File: src/rtl/injector_ctrl.sv
// ----------------------------------------------------------------------------
// injector_ctrl
// Sequencer for a single bias generator / signal injector. It accepts trim and
// stimulus settings over a valid/ready port. Trims are changed only while the
// injector is disabled, with a settle interval on each side of the change.
// While running, it produces the injected pattern: constant, square wave or
// PRBS7. Every output is a register.
//
// Ports
//   clk          block clock
//   rst_n        asynchronous reset, active-low
//   run          level request for an active injector
//   cfg_valid    configuration offered
//   cfg_ready    configuration accepted when cfg_valid & cfg_ready at clk edge
//   cfg_trim_p   pull-up trim   (0 = weakest)
//   cfg_trim_n   pull-down trim (0 = weakest)
//   cfg_mode     0 = const 0, 1 = const 1, 2 = square, 3 = PRBS7
//   cfg_div      tick period = cfg_div + 1 cycles
//   inj_enable   injector enable
//   inj_trim_p   injector pull-up trim
//   inj_trim_n   injector pull-down trim
//   inj_signal   injected signal
//   busy         high while quiescing or settling
// ----------------------------------------------------------------------------
module injector_ctrl #(
    parameter int DIV_W      = 8,
    parameter int SETTLE_CYC = 16
) (
    input  logic             clk,
    input  logic             rst_n,
    input  logic             run,
    input  logic             cfg_valid,
    output logic             cfg_ready,
    input  logic [3:0]       cfg_trim_p,
    input  logic [3:0]       cfg_trim_n,
    input  logic [1:0]       cfg_mode,
    input  logic [DIV_W-1:0] cfg_div,
    output logic             inj_enable,
    output logic [3:0]       inj_trim_p,
    output logic [3:0]       inj_trim_n,
    output logic             inj_signal,
    output logic             busy
);

    localparam int CNT_W = (SETTLE_CYC > 1) ? $clog2(SETTLE_CYC) : 1;
    localparam logic [CNT_W-1:0] SETTLE_LOAD = CNT_W'(SETTLE_CYC - 1);
    localparam logic [6:0] LFSR_SEED = 7'h7F;

    typedef enum logic [1:0] {
        S_IDLE,
        S_QUIESCE,
        S_SETTLE,
        S_RUN
    } state_t;

    state_t           state_reg;
    logic [CNT_W-1:0] cnt_reg;
    logic [3:0]       pend_trim_p_reg;
    logic [3:0]       pend_trim_n_reg;
    logic [1:0]       pend_mode_reg;
    logic [DIV_W-1:0] pend_div_reg;
    logic [1:0]       mode_reg;
    logic [DIV_W-1:0] div_reg;
    logic [DIV_W-1:0] tick_cnt_reg;
    logic [6:0]       lfsr_reg;

    logic       accept;
    logic       tick;
    logic [6:0] lfsr_next;

    assign accept    = cfg_valid & cfg_ready;
    assign tick      = (tick_cnt_reg == div_reg);
    assign lfsr_next = {lfsr_reg[5:0], lfsr_reg[6] ^ lfsr_reg[5]};

    always_ff @(posedge clk or negedge rst_n) begin
        if (!rst_n) begin
            state_reg       <= S_IDLE;
            cnt_reg         <= '0;
            pend_trim_p_reg <= '0;
            pend_trim_n_reg <= '0;
            pend_mode_reg   <= '0;
            pend_div_reg    <= '0;
            mode_reg        <= '0;
            div_reg         <= '0;
            tick_cnt_reg    <= '0;
            lfsr_reg        <= LFSR_SEED;
            cfg_ready       <= 1'b1;
            inj_enable      <= 1'b0;
            inj_trim_p      <= '0;
            inj_trim_n      <= '0;
            inj_signal      <= 1'b0;
            busy            <= 1'b0;
        end else begin
            case (state_reg)
                S_IDLE: begin
                    inj_enable   <= 1'b0;
                    inj_signal   <= 1'b0;
                    tick_cnt_reg <= '0;
                    lfsr_reg     <= LFSR_SEED;
                    if (accept) begin
                        // Injector is off, so the trims can be applied directly.
                        inj_trim_p <= cfg_trim_p;
                        inj_trim_n <= cfg_trim_n;
                        mode_reg   <= cfg_mode;
                        div_reg    <= cfg_div;
                        cfg_ready  <= 1'b0;
                    end else if (run) begin
                        state_reg <= S_SETTLE;
                        cnt_reg   <= SETTLE_LOAD;
                        cfg_ready <= 1'b0;
                        busy      <= 1'b1;
                    end else begin
                        cfg_ready <= 1'b1;
                    end
                end

                S_SETTLE: begin
                    if (!run) begin
                        state_reg <= S_IDLE;
                        cfg_ready <= 1'b1;
                        busy      <= 1'b0;
                    end else if (cnt_reg == '0) begin
                        state_reg    <= S_RUN;
                        inj_enable   <= 1'b1;
                        cfg_ready    <= 1'b1;
                        busy         <= 1'b0;
                        tick_cnt_reg <= '0;
                        // First RUN cycle already shows the pattern's initial value.
                        case (mode_reg)
                            2'd2:    inj_signal <= 1'b0;
                            2'd3:    inj_signal <= lfsr_reg[6];
                            default: inj_signal <= mode_reg[0];
                        endcase
                    end else begin
                        cnt_reg <= cnt_reg - 1'b1;
                    end
                end

                S_RUN: begin
                    if (accept || !run) begin
                        // A capture wins over a simultaneous run drop.
                        inj_enable   <= 1'b0;
                        inj_signal   <= 1'b0;
                        tick_cnt_reg <= '0;
                        lfsr_reg     <= LFSR_SEED;
                        if (accept) begin
                            pend_trim_p_reg <= cfg_trim_p;
                            pend_trim_n_reg <= cfg_trim_n;
                            pend_mode_reg   <= cfg_mode;
                            pend_div_reg    <= cfg_div;
                            state_reg       <= S_QUIESCE;
                            cnt_reg         <= SETTLE_LOAD;
                            cfg_ready       <= 1'b0;
                            busy            <= 1'b1;
                        end else begin
                            state_reg <= S_IDLE;
                        end
                    end else if (tick) begin
                        tick_cnt_reg <= '0;
                        case (mode_reg)
                            2'd2: inj_signal <= ~inj_signal;
                            2'd3: begin
                                lfsr_reg   <= lfsr_next;
                                inj_signal <= lfsr_next[6];
                            end
                            default: inj_signal <= mode_reg[0];
                        endcase
                    end else begin
                        tick_cnt_reg <= tick_cnt_reg + 1'b1;
                    end
                end

                S_QUIESCE: begin
                    // run is only looked at on the exit edge; the pending
                    // configuration is always applied.
                    if (cnt_reg == '0) begin
                        inj_trim_p <= pend_trim_p_reg;
                        inj_trim_n <= pend_trim_n_reg;
                        mode_reg   <= pend_mode_reg;
                        div_reg    <= pend_div_reg;
                        if (run) begin
                            state_reg <= S_SETTLE;
                            cnt_reg   <= SETTLE_LOAD;
                        end else begin
                            state_reg <= S_IDLE;
                            cfg_ready <= 1'b1;
                            busy      <= 1'b0;
                        end
                    end else begin
                        cnt_reg <= cnt_reg - 1'b1;
                    end
                end

                default: begin
                    state_reg  <= S_IDLE;
                    inj_enable <= 1'b0;
                    cfg_ready  <= 1'b1;
                    busy       <= 1'b0;
                end
            endcase
        end
    end

endmodule

File: config.mk
export PLATFORM = sky130hd
export DESIGN_NAME = injector_ctrl
export DESIGN_NICKNAME = d
export VERILOG_FILES = /design/src/rtl/injector_ctrl.sv
export SDC_FILE = /design/constraint.sdc
export NUM_CORES = 1
export LEC_CHECK = 0
export CORE_MARGIN = 3
export CORE_UTILIZATION = 55
export CTS_CLUSTER_SIZE = 14
export DETAILED_ROUTE_END_ITERATION = 6
export GPL_TIMING_DRIVEN = 0
export PLACE_DENSITY_LB_ADDON = 0.08
export RECOVER_POWER = 25
export SYNTH_ARGS = -nofsm -noshare
export SYNTH_HDL_FRONTEND = slang
export SYNTH_SLANG_ARGS = --single-unit
File: constraint.sdc
create_clock -name clk -period 2.7 [get_ports clk]
set_input_delay 0.54 -clock clk [delete_from_list [all_inputs] [get_ports clk]]
set_output_delay 0.54 -clock clk [all_outputs]
set_load 0.05 [all_outputs]
# Word level (Yosys, flattened, before mapping)
# Cells that the tools add are included.
# totals
regBits,61
in_bits,22
output_inout_bits,12
wordCells,123
# op_classes
add_sub_neg,2
eq_ne,19
muxes,66
n_bitwise,3
n_reduce_logical,17
# op_table
op,n
$mux 8,6
$mux 4,11
$pmux 8 s3,1
$mux 1,23
$mux 7,3
$ne 2x2->1 const B,10
$mux 2,9
$pmux 4 s2,2
$pmux 4 s4,1
$pmux 8 s2,1
$reduce_and 5->1,3
$pmux 7 s2,1
$reduce_and 3->1,4
$add 8x1->8 const B,1
$eq 2x2->1 const B,4
$eq 8x8->1,1
$pmux 1 s4,2
$pmux 2 s4,1
$reduce_and 4->1,2
$reduce_and 7->1,1
$ne 3x3->1 const B,2
$pmux 1 s3,2
$logic_not 4->1,1
$pmux 1 s2,2
12 further kinds,13

# Depth between registers and ports, before layout
# Gate-level depths: netlist of the first run.
# depth
depth_word,5
ltp_mapped,9
mapped_depth_nobuf,7

# Least setup slack after synthesis of the first run
# Ideal clock, no wire load.
# synth_timing
path_kind,reg2reg
from,register cfg_ready
to,register lfsr_reg[0]
setup_time_ns,0.084
t_arrival_ns,1.800
required_time_ns,2.616
setup_slack_ns,0.815
stages_incl_launch_ff,6
path_buffers,0
synth_period_minus_slack_ns,1.885
path_cell_list,dfstp_2 nand2_1 and3_1 a21oi_1 nand2_1 o32a_2
# synth_between
elab_chain_cells,4
word_cells_on_any_way,7
classes_between,eq/ne (2); mux (2); bitwise (1); reduce/logical (2)
# synth_rtl
element,line_no,source
"start, declared",33,"output logic cfg_ready,"
"start signal, assigned",87,cfg_ready <= 1'b1;
"start signal, assigned",106,cfg_ready <= 1'b0;
"start signal, assigned",110,cfg_ready <= 1'b0;
$and 1x1->1 (*),71,assign accept = cfg_valid & cfg_ready;
$logic_or 1x1->1 (*),140,if (accept || !run) begin
$ne 3x2->1 (no source line) (tied with other cells),n/a,
$reduce_and 3->1 (no source line) or $pmux 7 s2 (tied branches),n/a,
"end signal, assigned",163,lfsr_reg <= lfsr_next;
"end, declared",65,logic [6:0] lfsr_reg;
# Mark *: on every way between the ends. The rest lies on a longest branch, timed or not.
# A chain may end at the register's enable or synchronous reset.

# Worst setup path in the final report of the first run
# layout_timing
from,register cfg_ready
to,output port cfg_ready
# No word-level cell between the ends.

==> results.cfg, run 1 <==
[timing]
worstMarginPinSlew_ps = 1465
fin_crit_sh = 0.8342
setup_tns_ps = 0
hold_viol = 0
rsz0062_at_grt = false
fmax_mhz = 444.0
drv_slew = 0
max_slew_margin = 0.02363
post-route-min-period_ps = 2252
setup_viol = 0
fin_worst_skew_ps = 9.869
timing.hold.ws_ps = 509.3
final.setup.worst_slack_ps = 447.6

[worst_setup_path]
crit_fanout = 5
crit_path_start_kind = flip-flop
worstPathCellList = clkdlybuf4s50_1
cp_slowest_cell = clkdlybuf4s50_1
cpPeakStageDelay_ps = 800
cp_data_required_time_ps = 2160
cp_top_family = buffers and inverters
critical_path_arrival_ps = 1710
reg2reg_slack_ps = 620
critical_path_buf_inv_count = 1
cp-end-kind = output pin
critPathKind = reg -> out

[routing]
via_per_inst = 5.792
ant_nets = 0
wl_per_cell_um = 15.62
drtPass1Iterations = 6
first_iter_violations = 112
routed_wl_um = 6310
num_vias = 2340
route.detailed.drc = 0

[clocking]
clk_path_buf_depth = 2
post_cts_buffers = 0
cts.sinks = 61
htreeDepth = 3
clock_latency_ps = 350
cts_resized = 0
cts-buffers-inserted = 9
hold_buffers = 0
cts_tree = yes
clkSlewWorstSetupHoldPaths_ps = 80
clockRootBuffer = clkbuf_8

[cells_and_area]
drive_gt1_frac = 0.2066
diodes = 0
regArea_sq_mm = 0.001536
fin_area_sq_mm = 0.003750
multi_input_area_sq_mm = 0.001519
fin_nets = 359
num-fill-cells = 416
syn_to_final_growth_pct = 19.02

[pwr]
power_mw = 4.192
irDropWorstVdd_uv = 736.1
p_leak_nw = 1.552
power.density_mw_per_mm2 = 1118

[global_route]
grt_pass1_wl_um = 11100
grt_pass1_vias = 2441
grtUsageTotal = 0.2175
grt_max_degree = 35
grt-ovfl-total = 0
grt_antenna_before_repair = 0

[place]
post-place-ws_ps = 334.9
placed_area_sq_mm = 0.003583
dp_hpwl_um = 4481
gp_congestion = 0.8667
portBuffers = 33

[logic_synthesis]
async_reset_ff_frac = 1.000
syn-num-nets = 314
ys_seq_area_frac = 0.4877
syn_avg_cell_area_sq_um = 11.09
synth_top_cell_by_area = dfrtp_1
synth_edf_count = 0
syn_inst = 284
synth_ff_type = dfrtp_1
syn_area_sq_mm = 0.003151
yosysTopAreaCellShare = 0.4210
synth_warnings = 0
synth_area_leaders = dfrtp_1 42%, mux2_2 7.1%, dfstp_2 6.7%
ys_seq_elements = 61
synth_cell_types = 50

[worst_hold_path]
hold_path_class = reg -> reg

[floorplanning]
start_util = 0.5905
io_pins = 34
core_sq_mm = 0.005335
dieHeight_um = 81.69
die_area_sq_mm = 0.006672
die_width_um = 81.69
rows = 26

[outcome]
status = completed

[flow_run]
drv_cap = 0
==> where the power goes <==
part           switching, mW  total [mW]  internal [mW]
Combinational           1.11        1.95          0.832
Clock                  0.410       0.754          0.344
Sequential             0.235        1.49           1.26
Total                   1.76        4.19           2.43
==> metal layers <==
metal,up-vias,GRT usage,part of all wire,wire (um)
li1,1123,-,-,-
met1,1135,0.2757,0.45,2864
met2,72,0.3510,0.47,2977
met3,10,0.07346,0.057,362
met4,0,0.07143,0.017,105
met5,-,0,0,0
==> final timing paths <==
check,end,from,cells after the start
worst max-delay path,cfg_ready,cfg_ready,1
worst min-delay path,pend_trim_n_reg[1],pend_trim_n_reg[1],1
worst max register to register,pend_trim_n_reg[3],state_reg[0],5
worst min register to register,pend_trim_n_reg[1],pend_trim_n_reg[1],1
max in group asynchronous,inj_trim_n[0],rst_n,2
min in group asynchronous,tick_cnt_reg[2],rst_n,1
==> final cells by class <==
| class | instances | area share |
|---|---|---|
| Sequential cell | 61 | 0.4097 |
| Multi-Input combinational cell | 203 | 0.4051 |
| Clock inverter | 7 | 0.01568 |
| Clock buffer | 9 | 0.03303 |
| Timing Repair Buffer | 34 | 0.08775 |
| Tap cell | 70 | 0.02336 |
| Inverter | 9 | 0.009009 |
| Buffer | 11 | 0.01635 |
==> cells by family after synthesis <==
group                    Yosys count  synth area share
AND/OR/NAND/NOR                   69            0.1140
multiplexers                      41            0.1398
buffers and inverters             20           0.03018
XOR/XNOR                          10           0.02780
AO/OA/AOI/OAI                     75            0.1688
adder cells (fa/ha/maj)            8           0.03177
flip-flops                        61            0.4877
==> metrics by stage <==
| stage | utilization | cells |
|---|---|---|
| finish | 0.7029 | 404 |
| global route | 0.7029 | 404 |
| CTS | 0.7059 | 404 |
| detailed placement | 0.6717 | 388 |
| global placement | 0.6689 | 387 |
| floorplan | - | 284 |
==> Yosys cell counts (3+ instances only) <==
cell type and instances:
dfrtp_1 53, a21oi_1 29, nor2_1 25, mux2_2 20, mux2i_1 20, nand2_1 14, inv_1 9, o21ai_0 9
xnor2_1 9, dfstp_2 8, ha_1 8, buf_2 7, o22a_1 6, nor2b_1 5, a22o_1 4, and3_1 4
nand3_1 4, o31ai_1 4, and2_1 3, buf_4 3, nand4_1 3, nor3_1 3, o21a_1 3, o22ai_1 3
==> cells in the final DEF (no fill, tap or decap), types with 4 or more instances in the layout <==
| master | instances |
|---|---|
| mux2_2 | 20 |
| dfrtp_1 | 53 |
| nand2_1 | 14 |
| nor2b_1 | 5 |
| clkdlybuf4s50_1 | 32 |
| mux2i_1 | 20 |
| ha_1 | 8 |
| nor2_1 | 25 |
| clkbuf_8 | 9 |
| o21ai_0 | 9 |
| buf_2 | 7 |
| o31ai_1 | 4 |
| o22a_1 | 6 |
| a22o_1 | 4 |
| a21oi_1 | 29 |
| inv_1 | 9 |
| clkinvlp_4 | 4 |
| and3_1 | 4 |
| nand3_1 | 4 |
| xnor2_1 | 9 |
| dfstp_2 | 8 |
Power figures use the tool's default switching activity.
==> inputs of run 2 (changes only) <==
==> constraint.sdc (replaced) <==
create_clock -name clk -period 2.2 [get_ports clk]
set_input_delay 0.44 -clock clk [delete_from_list [all_inputs] [get_ports clk]]
set_output_delay 0.44 -clock clk [all_outputs]
set_load 0.05 [all_outputs]
==> run 2 against run 1 <==
The run now ends with max-capacitance violations, max-slew violations left. Die area unchanged. Design area grew 0.47%. Power is 23% higher. Core utilization up 0.33 points. Combinational power is 23% higher. Register-to-register slack lost 500 ps. Via count is essentially flat. Critical path type is now reg -> reg. Critical endpoint is now pend_trim_n_reg[3]. Largest power group unchanged.
==> results.cfg, run 2 (synthesis results as in run 1) <==
[outcome]
status = complete, but fails checks
violations = max-capacitance violations, max-slew violations

[pwr]
p_leak_nw = 1.566
power.density_mw_per_mm2 = 1366
irDropWorstVdd_uv = 903.3
power_mw = 5.146

[cells_and_area]
mostFrequentLayoutCells = 53 x dfrtp_1, 31 x clkdlybuf4s50_1, 29 x a21oi_1
drive_gt1_frac = 0.2066
fin_nets = 359
syn_to_final_growth_pct = 19.58
diodes = 0
num-fill-cells = 413
mostFrequentLayoutCell = dfrtp_1

[worst_setup_path]
critPathKind = reg -> reg
cp_top_family = buffers and inverters
cp_data_required_time_ps = 2430
cp-end-kind = flip-flop
critical_path_buf_inv_count = 2
crit_top_cell = buf_2
crit_fanout = 10
crit_path_start_kind = flip-flop
worstPathCellList = ha_1, buf_2, nand3_1, buf_2, mux2_2
critical_path_arrival_ps = 2310
cpPeakStageDelay_ps = 440
cp_slowest_cell = nand3_1

[place]
dp_hpwl_um = 4481
portBuffers = 33
gp_congestion = 0.8667
post-place-ws_ps = -65.12

[routing]
num_vias = 2339
route.detailed.drc = 0
via_per_inst = 5.790
first_iter_violations = 112
routed_wl_um = 6288
drtPass1Iterations = 4
wl_per_cell_um = 15.56
ant_nets = 0

[clocking]
clockRootBuffer = clkbuf_8
cts-buffers-inserted = 9
cts.sinks = 61
clk_path_buf_depth = 2
htreeDepth = 3
post_cts_buffers = 0
cts_tree = yes
clkSlewWorstSetupHoldPaths_ps = 70
clock_latency_ps = 350

[floorplanning]
die_width_um = 81.69
io_pins = 34
rows = 26
start_util = 0.5905
core_sq_mm = 0.005335
die_area_sq_mm = 0.006672
dieHeight_um = 81.69

[global_route]
grt.busiest_layer = met2
use_met3 = 0.07346
grt_max_degree = 35
grtUsageTotal = 0.2175
grt_pass1_vias = 2441
grt-ovfl-total = 0
grt_util_met1 = 0.2757
grt_antenna_before_repair = 0
grt_pass1_wl_um = 11100
met2_usage = 0.3510

[timing]
fin_crit_sh = 0.9445
max_slew_margin = -0.03085
fin_worst_skew_ps = 9.967
post-route-min-period_ps = 2078
setup_viol = 0
fmax_mhz = 481.3
worstMarginPinSlew_ps = 1546
rsz0062_at_grt = false
final.setup.worst_slack_ps = 122.2
drv_slew = 28
hold_viol = 0

[flow_run]
drv_cap = 1

[worst_hold_path]
hold_path_class = in -> async
==> run 2: cell count changes in the layout (fill, tap and decap cells not counted) <==
cell	previous run	this run
clkdlybuf4s50_1	32	31
buf_12	0	1
dlymetal6s2s_1	0	1
clkbuf_2	1	0
==> run 2: stage by stage <==
stage | TNS [ps] | util | instance area (sq um) | hold WS (ps) | std cells
2_1_floorplan | 0 | - | 3151 | 144.4 | 284
3_3_place_gp | -72230 | 0.6689 | 3568 | 486.7 | 387
3_5_place_dp | -589.2 | 0.6717 | 3583 | 494.0 | 388
4_1_cts | 0 | 0.7059 | 3766 | 122.6 | 404
5_1_grt | 0 | 0.7061 | 3767 | 523.0 | 404
6_report | 0 | 0.7061 | 3767 | 465.0 | 404
==> run 2: area by class of cell <==
class                      instances  area, sq um  share of cell area
clock inverter                     7        58.81             0.01561
timing repair buffer              34        346.6             0.09200
tap                               70        87.58             0.02325
inverter                           9        33.78            0.008967
multi-input combinational        203         1519              0.4032
clock buffer                       9        123.9             0.03288
buffer                            11        61.31             0.01627
sequential                        61         1536              0.4078
==> run 2: power by group <==
part,switching (mW),internal (mW)
clock,0.499,0.423
sequential,0.287,1.54
combinational,1.37,1.02
total,2.16,2.99
==> run 2: per-layer routing <==
layer	vias up	share of wire	routed length (um)
li1	1126	-	-
met1	1131	0.45	2830
met2	76	0.48	2987
met3	6	0.062	390
met4	0	0.013	79
met5	-	0	0
==> run 2: what timing repair did <==
item / in CTS / in global routing
endpoints found under the setup margin: 0 / 1
hold buffers: 0 / 0
resized for setup: 0 / 1
==> run 2: path summary, 6_finish.rpt <==
check	start	to	slack (ps)	cells past startpoint
worst max-delay path	state_reg[0]	pend_trim_n_reg[3]	120	5
worst min-delay path	rst_n	tick_cnt_reg[2]	460	1
worst max register to register	state_reg[0]	pend_trim_n_reg[3]	120	5
worst min register to register	pend_trim_n_reg[1]	pend_trim_n_reg[1]	510	1
max in group asynchronous	rst_n	lfsr_reg[6]	800	2
min in group clk	pend_trim_n_reg[1]	pend_trim_n_reg[1]	510	1
==> run 2: worst register-to-register path: cells and delay by family (launching register included) <==
family,cells,cell delay [ps]
buffers and inverters,2,540
AND/OR/NAND/NOR,1,440
flip-flops,1,410
multiplexers,1,360
adder cells (fa/ha/maj),1,210
